==> config.mk <==
export PLATFORM = sky130hd
export DESIGN_NAME = afe_spi_link
export DESIGN_NICKNAME = d
export VERILOG_FILES = /design/src/rtl/afe_spi_pkg.sv /design/src/rtl/afe_spi_link_clkgen.sv /design/src/rtl/afe_spi_link.sv
export SDC_FILE = /design/constraint.sdc
export NUM_CORES = 1
export LEC_CHECK = 0
export CAP_MARGIN = 40
export CORE_UTILIZATION = 52
export DETAILED_ROUTE_END_ITERATION = 10
export HOLD_SLACK_MARGIN = 0.08
export PLACE_DENSITY = 0.88
export SLEW_MARGIN = 40
export SYNTH_ARGS = -nofsm -noshare
export SYNTH_HDL_FRONTEND = slang
export SYNTH_HIERARCHICAL = 1
export SYNTH_SLANG_ARGS = --single-unit
==> constraint.sdc <==
create_clock -name sys_clk -period 2.8 [get_ports sys_clk]
set_input_delay 0.84 -clock sys_clk [delete_from_list [all_inputs] [get_ports sys_clk]]
set_output_delay 0.84 -clock sys_clk [all_outputs]
set_load 0.03 [all_outputs]
==> src/rtl/afe_spi_pkg.sv <==
// Shared types and helpers for the AFE SPI link: FSM state encoding,
// counter sizing and end-to-end transfer latency.
package afe_spi_pkg;

    typedef enum logic [1:0] {
        ST_IDLE  = 2'd0,
        ST_SHIFT = 2'd1,
        ST_LATCH = 2'd2,
        ST_DONE  = 2'd3
    } afe_state_e;

    // Bits needed for a counter running 0..n-1, never less than one.
    function automatic int cnt_w(input int n);
        return (n <= 2) ? 1 : $clog2(n);
    endfunction

    // Cycles from command acceptance to the rsp_valid pulse.
    function automatic int afe_spi_latency(input int data_w, input int clk_div,
                                           input int latch_cyc);
        return 1 + 2 * clk_div * data_w + latch_cyc;
    endfunction

endpackage

==> src/rtl/afe_spi_link_clkgen.sv <==
// Half-period divider for the SPI clock. Runs only while enabled and
// parks at the start of a low phase otherwise.
module afe_spi_clkgen
    import afe_spi_pkg::*;
#(
    parameter int CLK_DIV = 2
) (
    input  logic clk_i,
    input  logic rst_i,
    input  logic en_i,
    output logic phase_o,
    output logic toggle_o,
    output logic rise_o
);

    localparam int HW = cnt_w(CLK_DIV);

    logic [HW-1:0] hp_q, hp_d;
    logic          phase_q, phase_d;

    // toggle_o marks the last cycle of a half-period; rise_o is the subset
    // where the SPI clock is about to go 0->1.
    assign toggle_o = en_i && (hp_q == HW'(CLK_DIV - 1));
    assign rise_o   = toggle_o && !phase_q;
    assign phase_o  = phase_q;

    always_comb begin
        hp_d    = hp_q;
        phase_d = phase_q;
        if (!en_i) begin
            hp_d    = '0;
            phase_d = 1'b0;
        end else if (toggle_o) begin
            hp_d    = '0;
            phase_d = !phase_q;
        end else begin
            hp_d = hp_q + 1'b1;
        end
    end

    always_ff @(posedge clk_i) begin
        if (rst_i) begin
            hp_q    <= '0;
            phase_q <= 1'b0;
        end else begin
            hp_q    <= hp_d;
            phase_q <= phase_d;
        end
    end

endmodule

==> src/rtl/afe_spi_link.sv <==
// SPI master for the AFE backplane link: one command in, one word shifted
// out while MISO is captured, latch strobe, then the captured word returned.
module afe_spi_link
    import afe_spi_pkg::*;
#(
    parameter int DATA_W    = 16,
    parameter int N_SEL     = 2,
    parameter int CLK_DIV   = 2,
    parameter int LATCH_CYC = 2,
    parameter bit LSB_FIRST = 1'b0
) (
    input  logic              sys_clk,
    input  logic              sys_rst,
    input  logic              cmd_valid,
    output logic              cmd_ready,
    input  logic [DATA_W-1:0] cmd_wdata,
    input  logic [N_SEL-1:0]  cmd_sel,
    output logic              rsp_valid,
    output logic [DATA_W-1:0] rsp_rdata,
    output logic              busy,
    output logic              spi_clk_o,
    output logic              spi_mosi_o,
    input  logic              spi_miso_i,
    output logic              spi_sel,
    output logic [N_SEL-1:0]  sel_o
);

    localparam int BW      = cnt_w(DATA_W);
    localparam int LW      = cnt_w(LATCH_CYC);
    localparam int LATENCY = afe_spi_latency(DATA_W, CLK_DIV, LATCH_CYC);

    afe_state_e        state_q, state_d;
    logic [BW-1:0]     bit_q, bit_d;
    logic [LW-1:0]     lat_q, lat_d;
    logic [DATA_W-1:0] sh_q, sh_d, cap_q, cap_d, rdata_q, rdata_d;
    logic [N_SEL-1:0]  sel_q, sel_d;
    logic              mosi_q, mosi_d;
    logic              ready_q, valid_q, busy_q, latch_q;
    int                xfer_q, xfer_d;
    logic              phase, toggle, rise, fall, last_bit;

    function automatic logic first_bit(input logic [DATA_W-1:0] w);
        return LSB_FIRST ? w[0] : w[DATA_W-1];
    endfunction

    function automatic logic [DATA_W-1:0] shift_word(input logic [DATA_W-1:0] w);
        return LSB_FIRST ? {1'b0, w[DATA_W-1:1]} : {w[DATA_W-2:0], 1'b0};
    endfunction

    afe_spi_clkgen #(.CLK_DIV(CLK_DIV)) u_clkgen (
        .clk_i    (sys_clk),
        .rst_i    (sys_rst),
        .en_i     (state_q == ST_SHIFT),
        .phase_o  (phase),
        .toggle_o (toggle),
        .rise_o   (rise)
    );

    assign fall     = toggle && phase;
    assign last_bit = (bit_q == BW'(DATA_W - 1));

    always_comb begin
        state_d = state_q;
        bit_d   = bit_q;
        lat_d   = '0;
        sh_d    = sh_q;
        cap_d   = cap_q;
        mosi_d  = mosi_q;
        sel_d   = sel_q;
        rdata_d = rdata_q;
        xfer_d  = 0;
        unique case (state_q)
            ST_IDLE: begin
                bit_d = '0;
                if (cmd_valid) begin
                    state_d = ST_SHIFT;
                    sh_d    = cmd_wdata;
                    mosi_d  = first_bit(cmd_wdata);
                    sel_d   = cmd_sel;
                    cap_d   = '0;
                    xfer_d  = 1;
                end
            end
            ST_SHIFT: begin
                xfer_d = xfer_q + 1;
                if (rise) begin
                    cap_d = LSB_FIRST ? {spi_miso_i, cap_q[DATA_W-1:1]}
                                      : {cap_q[DATA_W-2:0], spi_miso_i};
                end
                // MOSI advances only when a high phase ends, i.e. at the
                // start of the next bit's low phase.
                if (fall) begin
                    if (last_bit) begin
                        state_d = ST_LATCH;
                        bit_d   = '0;
                    end else begin
                        bit_d  = bit_q + 1'b1;
                        sh_d   = shift_word(sh_q);
                        mosi_d = first_bit(shift_word(sh_q));
                    end
                end
            end
            ST_LATCH: begin
                xfer_d = xfer_q + 1;
                if (lat_q == LW'(LATCH_CYC - 1)) begin
                    state_d = ST_DONE;
                    sel_d   = '0;
                    rdata_d = cap_q;
                end else begin
                    lat_d = lat_q + 1'b1;
                end
            end
            ST_DONE: begin
                state_d = ST_IDLE;
            end
            default: state_d = ST_IDLE;
        endcase
    end

    always_ff @(posedge sys_clk) begin
        if (sys_rst) begin
            state_q <= ST_IDLE;
            bit_q   <= '0;
            lat_q   <= '0;
            sh_q    <= '0;
            cap_q   <= '0;
            rdata_q <= '0;
            sel_q   <= '0;
            mosi_q  <= 1'b0;
            ready_q <= 1'b1;
            valid_q <= 1'b0;
            busy_q  <= 1'b0;
            latch_q <= 1'b0;
            xfer_q  <= 0;
        end else begin
            state_q <= state_d;
            bit_q   <= bit_d;
            lat_q   <= lat_d;
            sh_q    <= sh_d;
            cap_q   <= cap_d;
            rdata_q <= rdata_d;
            sel_q   <= sel_d;
            mosi_q  <= mosi_d;
            ready_q <= (state_d == ST_IDLE);
            valid_q <= (state_d == ST_DONE);
            busy_q  <= (state_d != ST_IDLE);
            latch_q <= (state_d == ST_LATCH);
            xfer_q  <= xfer_d;
            if (state_q == ST_DONE) begin
                assert (xfer_q == LATENCY);
            end
        end
    end

    assign cmd_ready  = ready_q;
    assign rsp_valid  = valid_q;
    assign rsp_rdata  = rdata_q;
    assign busy       = busy_q;
    assign spi_clk_o  = phase;
    assign spi_mosi_o = mosi_q;
    assign spi_sel    = latch_q;
    assign sel_o      = sel_q;

endmodule

==> metrics.txt, run 1 <==
outcome=complete, no violations; RSZ-0062 raised after global routing=false; via count=approximately 2300; antenna violations before repair=0; P_leak=1.09 nW; overall die width=73.3 µm; max_slew headroom=about half; Hold WS=around 450 ps; most common cell in the synthesized netlist=nand2_1; maximum frequency from static timing analysis=420 MHz; flip-flop and latch count after synthesis=63; floorplan core area=4820 µm²; total nets after synthesis=329; Iter 0 DRT Violations=257; top area cells in the synthesized netlist=dfxtp_1 (48%), nand2_1 (9.6%), a21oi_1 (7.6%); largest delay contributor family on the critical path=buffers and inverters; routed length on met3=225 µm; total count of hold-check failures in the final report=0; pin count of the biggest net entering global routing=54; number of input and output port buffers inserted=45; data required time of the critical path=1960 ps; main flop type after synthesis=dfxtp_1; CTS root buffer=clkbuf_8; first-pass GRT wire length=roughly 9800 µm; number of synthesized flops with an enable pin=0; library cell contributing the largest single delay on the critical path=clkdlybuf4s50_1; detail-routed net length per standard cell=13.6 µm; Final nets=361; portion of the post-synthesis area used by sequential elements=47.7%; fraction of synthesized cell area taken by the top area cell type=47.7%; Worst-Skew Late Latency=330 ps; mux share of post-synthesis cell area=0.378%; area fraction in compound gates after synthesis=a little under a quarter; warnings from Yosys=6; global-route usage over all layers=23.7%; total gr overflow=0; xor/xnor share of the synthesized area=0.662%; number of buffers added by the clock tree synthesis step=9; CTS clock-pin slew for the worst setup and hold paths=roughly 70 ps; maximum single-stage delay on the critical path=730 ps; total of fill cells in the finished design=423; vias per inst=5.69; synthesized area per cell=8.65 µm²; Max Fanout on Critical Path=7; number of routed nets with antenna violations=0; number of max-cap violations=0; number of hold buffers added after CTS=0; number of top-level pins=46; Critical Setup Path Class=flip-flop to primary output; number of gates resized after CTS=0; setup TNS=0 ps; class of the worst hold path=flip-flop to flip-flop; worst slack at placement=499 ps; DRT Wirelength=5590 µm; leading cell types by count after synthesis=nand2_1 (68), dfxtp_1 (63), a21oi_1 (40); synthesized-area fraction occupied by and/or/nand/nor cells=a little over a fifth; number of global-route vias before repair=~2200; time the worst path needs with I/O delays and setup=2380 ps; number of H-tree levels=3; largest vdd supply drop=0.000341 V; Chip Height=~73 µm; maximum clock skew at final layout=between 5 and 6 ps; starting density of the core=a little over half; count of mapped cells out of synthesis=just over 300; count of antenna diodes in the layout=0; count of buffers added by post-CTS timing repair for setup=0; startpoint type of the worst setup path=flip-flop; TritonCTS Sinks=between 60 and 70; Final Setup Violations=0; crit path buf inv count=1; post-synth cell types=38; share of synthesized cell area in full adder, half adder and majority cells=0.473%; sum of routed wire segments on met1=between 2000 and 2500 µm; area delta synth->final=24.4%; length of routed met2 wiring=roughly 2800 µm; proportion of synthesized flip-flops having asynchronous set or reset=0%; number of optimization iterations in the first detailed-route pass=4; Arr. time, crit path=~1500 ps; share of the clock period used by the worst path=85.0%; number of design rule violations left after detail routing=0; Post-DP HPWL=3550 µm; actual transition at the worst max-transition pin=777 ps; final weighted congestion in routability-driven placement=between 0.7 and 0.8; combinational family with the most area after synthesis=compound AO/OA/AOI/OAI gates; cell breakdown of the critical path=clkdlybuf4s50_1; power per standard cell area=607 nW/µm²; end-of-flow core utilization=68.4%; CTS max path bufs=2; type of destination of the critical path=primary output; row cnt=25; top routing layer used=met4; share of post-route cells with drive strength above 1=8.75%; clock tree from TritonCTS=built; worst setup slack after layout=420 ps; total count of max-transition violations in the final report=0; area of the mapped netlist=about 2600 µm²; cell type contributing the most total cell area after synthesis=dfxtp_1; total die area=approximately 5400 µm²
-- worst reg2reg max path, delay by kind of cell, from the launching register on --
| family | cells | cell delay [ps] |
|---|---|---|
| and+or+nand+nor | 3 | 620 |
| buffers and inverters | 1 | 140 |
| muxes | 1 | 530 |
| AOI/OAI and AO/OA | 2 | 360 |
| DFF | 1 | 320 |
-- state kept, by name (all words and copies together), names as in the netlist --
register / count
bit_q: 4
state_q: 2
u_clkgen/phase_o: 1
cap_q: 16
lat_q: 1
cmd_ready: 1
rsp_rdata: 16
sh_q: 15
rsp_valid: 1
u_clkgen/hp_q: 1
spi_mosi_o: 1
busy: 1
sel_o: 2
spi_sel: 1
-- worst paths after layout --
path / endpoint / slack [ps] / start / cells after the start
max: spi_clk_o / 420 / u_clkgen/phase_o / 1
min: rsp_rdata[9] / 450 / rsp_rdata[9] / 2
max reg2reg: cap_q[6] / 740 / state_q[1] / 7
min reg2reg: rsp_rdata[9] / 450 / rsp_rdata[9] / 2
-- report_power, final --
| group | total, W | switching (W) | internal, W |
|---|---|---|---|
| Combinational | 0.000178 | 0.0000999 | 0.0000776 |
| Sequential | 0.000938 | 0.0000142 | 0.000924 |
| Clock | 0.000884 | 0.000334 | 0.000549 |
-- metrics by stage --
step | area, µm² | std cells | power (W)
3_5_place_dp | 3070 | 394 | 0.00113
6_report | 3290 | 410 | 0.00200
4_1_cts | 3290 | 410 | 0.00201
2_1_floorplan | 2650 | 306 | 0.00108
5_1_grt | 3290 | 410 | 0.00207
3_3_place_gp | 3060 | 394 | 0.00113
-- layout make-up --
cell class,count,area [µm²],share of cell area [%]
clock buffer,13,159,4.83
clock inverter,3,65.1,1.98
inverter,3,11.3,0.342
multi-input combinational,210,1220,37.0
sequential,63,1260,38.3
tap,67,83.8,2.55
timing repair buffer,51,493,15.0
-- placed cells by master, fill, tap and decap left out, drive strengths merged, types with 3 or more instances in the layout --
cell type	instances
a211oi	17
a21oi	40
a311oi	15
buf	7
clkbuf	13
clkdlybuf4s50	44
dfxtp	63
inv	3
nand2	68
nand2b	6
nand3	5
nand4b	16
nor2	3
o21ai	19
-- cells by family after synthesis --
| kind of cell | Yosys count |
|---|---|
| xor+xnor | 2 |
| compound gates | 96 |
| simple gates | 110 |
| flops | 63 |
| buf+inv | 33 |
| mux | 1 |
| fa+ha+maj | 1 |
-- routing by layer --
| metal | up-vias | GRT usage [%] |
|---|---|---|
| met4 | 0 | 11.8 |
| met1 | 1097 | 29.2 |
| met5 | - | 0 |
| li1 | 1154 | - |
| met3 | 10 | 4.94 |
| met2 | 71 | 39.5 |
No activity file was read; power rests on OpenSTA's default activity.
==> run 2: changes to the inputs <==
--- a/config.mk
+++ b/config.mk
@@ -6,6 +6,7 @@
 export NUM_CORES = 1
 export LEC_CHECK = 0
 export CAP_MARGIN = 40
+export CORE_MARGIN = 2
 export CORE_UTILIZATION = 52
 export DETAILED_ROUTE_END_ITERATION = 10
 export HOLD_SLACK_MARGIN = 0.08
==> constraint.sdc (replaced) <==
create_clock -name sys_clk -period 2.3 [get_ports sys_clk]
set_input_delay 0.69 -clock sys_clk [delete_from_list [all_inputs] [get_ports sys_clk]]
set_output_delay 0.69 -clock sys_clk [all_outputs]
set_load 0.03 [all_outputs]
==> metrics.txt, run 2 (synthesis gave the netlist of run 1 again) <==
outcome=complete, no violations; Hold WS=453 ps (-0.729 ps); overall die width=75.3 µm (+2.7%); power per standard cell area=698 nW/µm² (+15%); clock tree from TritonCTS=built; antenna violations before repair=0 (unchanged); total of fill cells in the finished design=408 (-3.5%); count of antenna diodes in the layout=0 (unchanged); end-of-flow core utilization=68.8% (+0.44 points); post-layout instance count excluding filler cells=415 (+1.2%); number of H-tree levels=3 (unchanged); number of top-level pins=46 (unchanged); most used cells in the layout excluding fill and tap cells=nand2_1 (68), dfxtp_1 (63), clkdlybuf4s50_1 (44); largest vdd supply drop=0.000347 V (+1.7%); crit path buf inv count=1 (unchanged); share of the clock period used by the worst path=about nine tenths; setup TNS=0 ps (unchanged); Critical Setup Path Class=flip-flop to primary output; DRT Wirelength=5650 µm (+1.1%); maximum frequency from static timing analysis=490 MHz; P_leak=1.09 nW (+0.13%); Final Setup Violations=0 (unchanged); pin count of the biggest net entering global routing=44 (-19%); number of routed nets with antenna violations=0 (unchanged); number of design rule violations left after detail routing=0 (unchanged); final weighted congestion in routability-driven placement=0.782 (-0.75%); startpoint type of the worst setup path=flip-flop; most frequent standard cell in the layout excluding fill and tap cells=nand2_1; Iter 0 DRT Violations=232 (-9.7%); number of hold buffers added after CTS=0 (unchanged); global routing usage on met2=38.3% (-1.2 points); met3 Use GR=4.10% (-0.84 points); end point of the most critical hold path=rsp_rdata[9]; number of input and output port buffers inserted=45 (unchanged); CTS root buffer=clkbuf_8; global-route usage over all layers=21.9% (-1.8 points); Worst R2R Path Depth=7 (unchanged); number of optimization iterations in the first detailed-route pass=4 (unchanged); first-pass GRT wire length=9630 µm (-2.2%); Post-DP HPWL=3630 µm (+2.3%); share of post-route cells with drive strength above 1=10.6% (+1.9 points); Worst-Skew Late Latency=340 ps (about the same); floorplan core area=4820 µm² (unchanged); maximum clock skew at final layout=4.80 ps (-0.558 ps); placed cells=399 (+1.3%); layer carrying the most global-route usage=met2; actual transition at the worst max-transition pin=681 ps (-95.8 ps); starting density of the core=54.9% (unchanged); vias per inst=5.60 (-1.6%); maximum single-stage delay on the critical path=670 ps (-60 ps); library cell contributing the largest single delay on the critical path=clkdlybuf4s50_1; total count of hold-check failures in the final report=0 (unchanged); cell breakdown of the critical path=clkdlybuf4s50_1; worst setup slack after layout=260 ps (-160 ps); worst hold path depth=2 (unchanged); Max Fanout on Critical Path=2 (-5); CTS clock-pin slew for the worst setup and hold paths=70 ps (about the same); time the worst path needs with I/O delays and setup=2040 ps; class of the worst hold path=flip-flop to flip-flop; largest delay contributor family on the critical path=buffers and inverters; RSZ-0062 raised after global routing=false; number of gates resized after CTS=0 (unchanged); Chip Height=75.3 µm (+2.7%); Arr. time, crit path=1350 ps (-190 ps); total die area=5680 µm² (+5.5%); met1 routing resource usage after global routing=26.3% (-2.9 points); total gr overflow=0 (unchanged); hold path startpoint=rsp_rdata[9]; number of buffers added by the clock tree synthesis step=9 (unchanged); TritonCTS Sinks=63 (unchanged); detail-routed net length per standard cell=13.6 µm (-0.11%); via count=2323 (-0.39%); FF-to-FF setup slack=430 ps (-310 ps); type of destination of the critical path=primary output; number of max-cap violations=0 (unchanged); reg-to-reg critical path endpoint=cap_q[14]; count of buffers added by post-CTS timing repair for setup=0 (unchanged); data required time of the critical path=1610 ps (-350 ps); area delta synth->final=25.2%; row cnt=25 (unchanged); total count of max-transition violations in the final report=0 (unchanged); Reg-to-Reg Start=state_q[1]; number of global-route vias before repair=2245 (+1.1%); Final nets=366 (+1.4%); worst slack at placement=152 ps (-347 ps); CTS max path bufs=2 (unchanged); max_slew headroom=53.7% (+5.6 points)
[run 2: layout make-up]
type,count,area [µm²],share of cell area [%]
Timing Repair Buffer,56,541,16.3
Inverter,3,11.3,0.340
Tap cell,67,83.8,2.53
Sequential cell,63,1260,38.1
Multi-Input combinational cell,210,1220,36.8
Clock inverter,7,73.8,2.23
Clock buffer,9,124,3.74
[run 2: metrics by stage]
stage          area [µm²]  total power (W)
3_5_place_dp         3120          0.00139
4_1_cts              3310          0.00233
2_1_floorplan        2650          0.00131
5_1_grt              3310          0.00240
6_report             3310          0.00231
3_3_place_gp         3110          0.00138
[run 2: layer usage]
metal | wire length (µm) | part of all wire, %
met4 | 108 | 1.9
met5 | 0 | 0
met2 | 2790 | 49
met1 | 2480 | 44
met3 | 272 | 4.8
[run 2: worst max path at each step]
stage | cells past startpoint | startpoint | slack [ps] | end
final | 1 | spi_mosi_o | 260 | spi_mosi_o
after global routing | 1 | rsp_rdata[8] | 190 | rsp_rdata[8]
after detailed placement | 4 | cmd_valid | 150 | cap_q[14]
after CTS | 1 | rsp_rdata[8] | 250 | rsp_rdata[8]
after global placement | 4 | cmd_valid | 40 | cap_q[12]
after floorplan | 11 | state_q[1] | 100 | cap_q[10]
[run 2: report_power, final]
part	leakage (nW)	switching (W)	internal, W
registers	0.512	0.0000185	0.00112
clock network	0.0875	0.000450	0.000499
logic	0.495	0.000123	0.000100
total	1.09	0.000592	0.00172
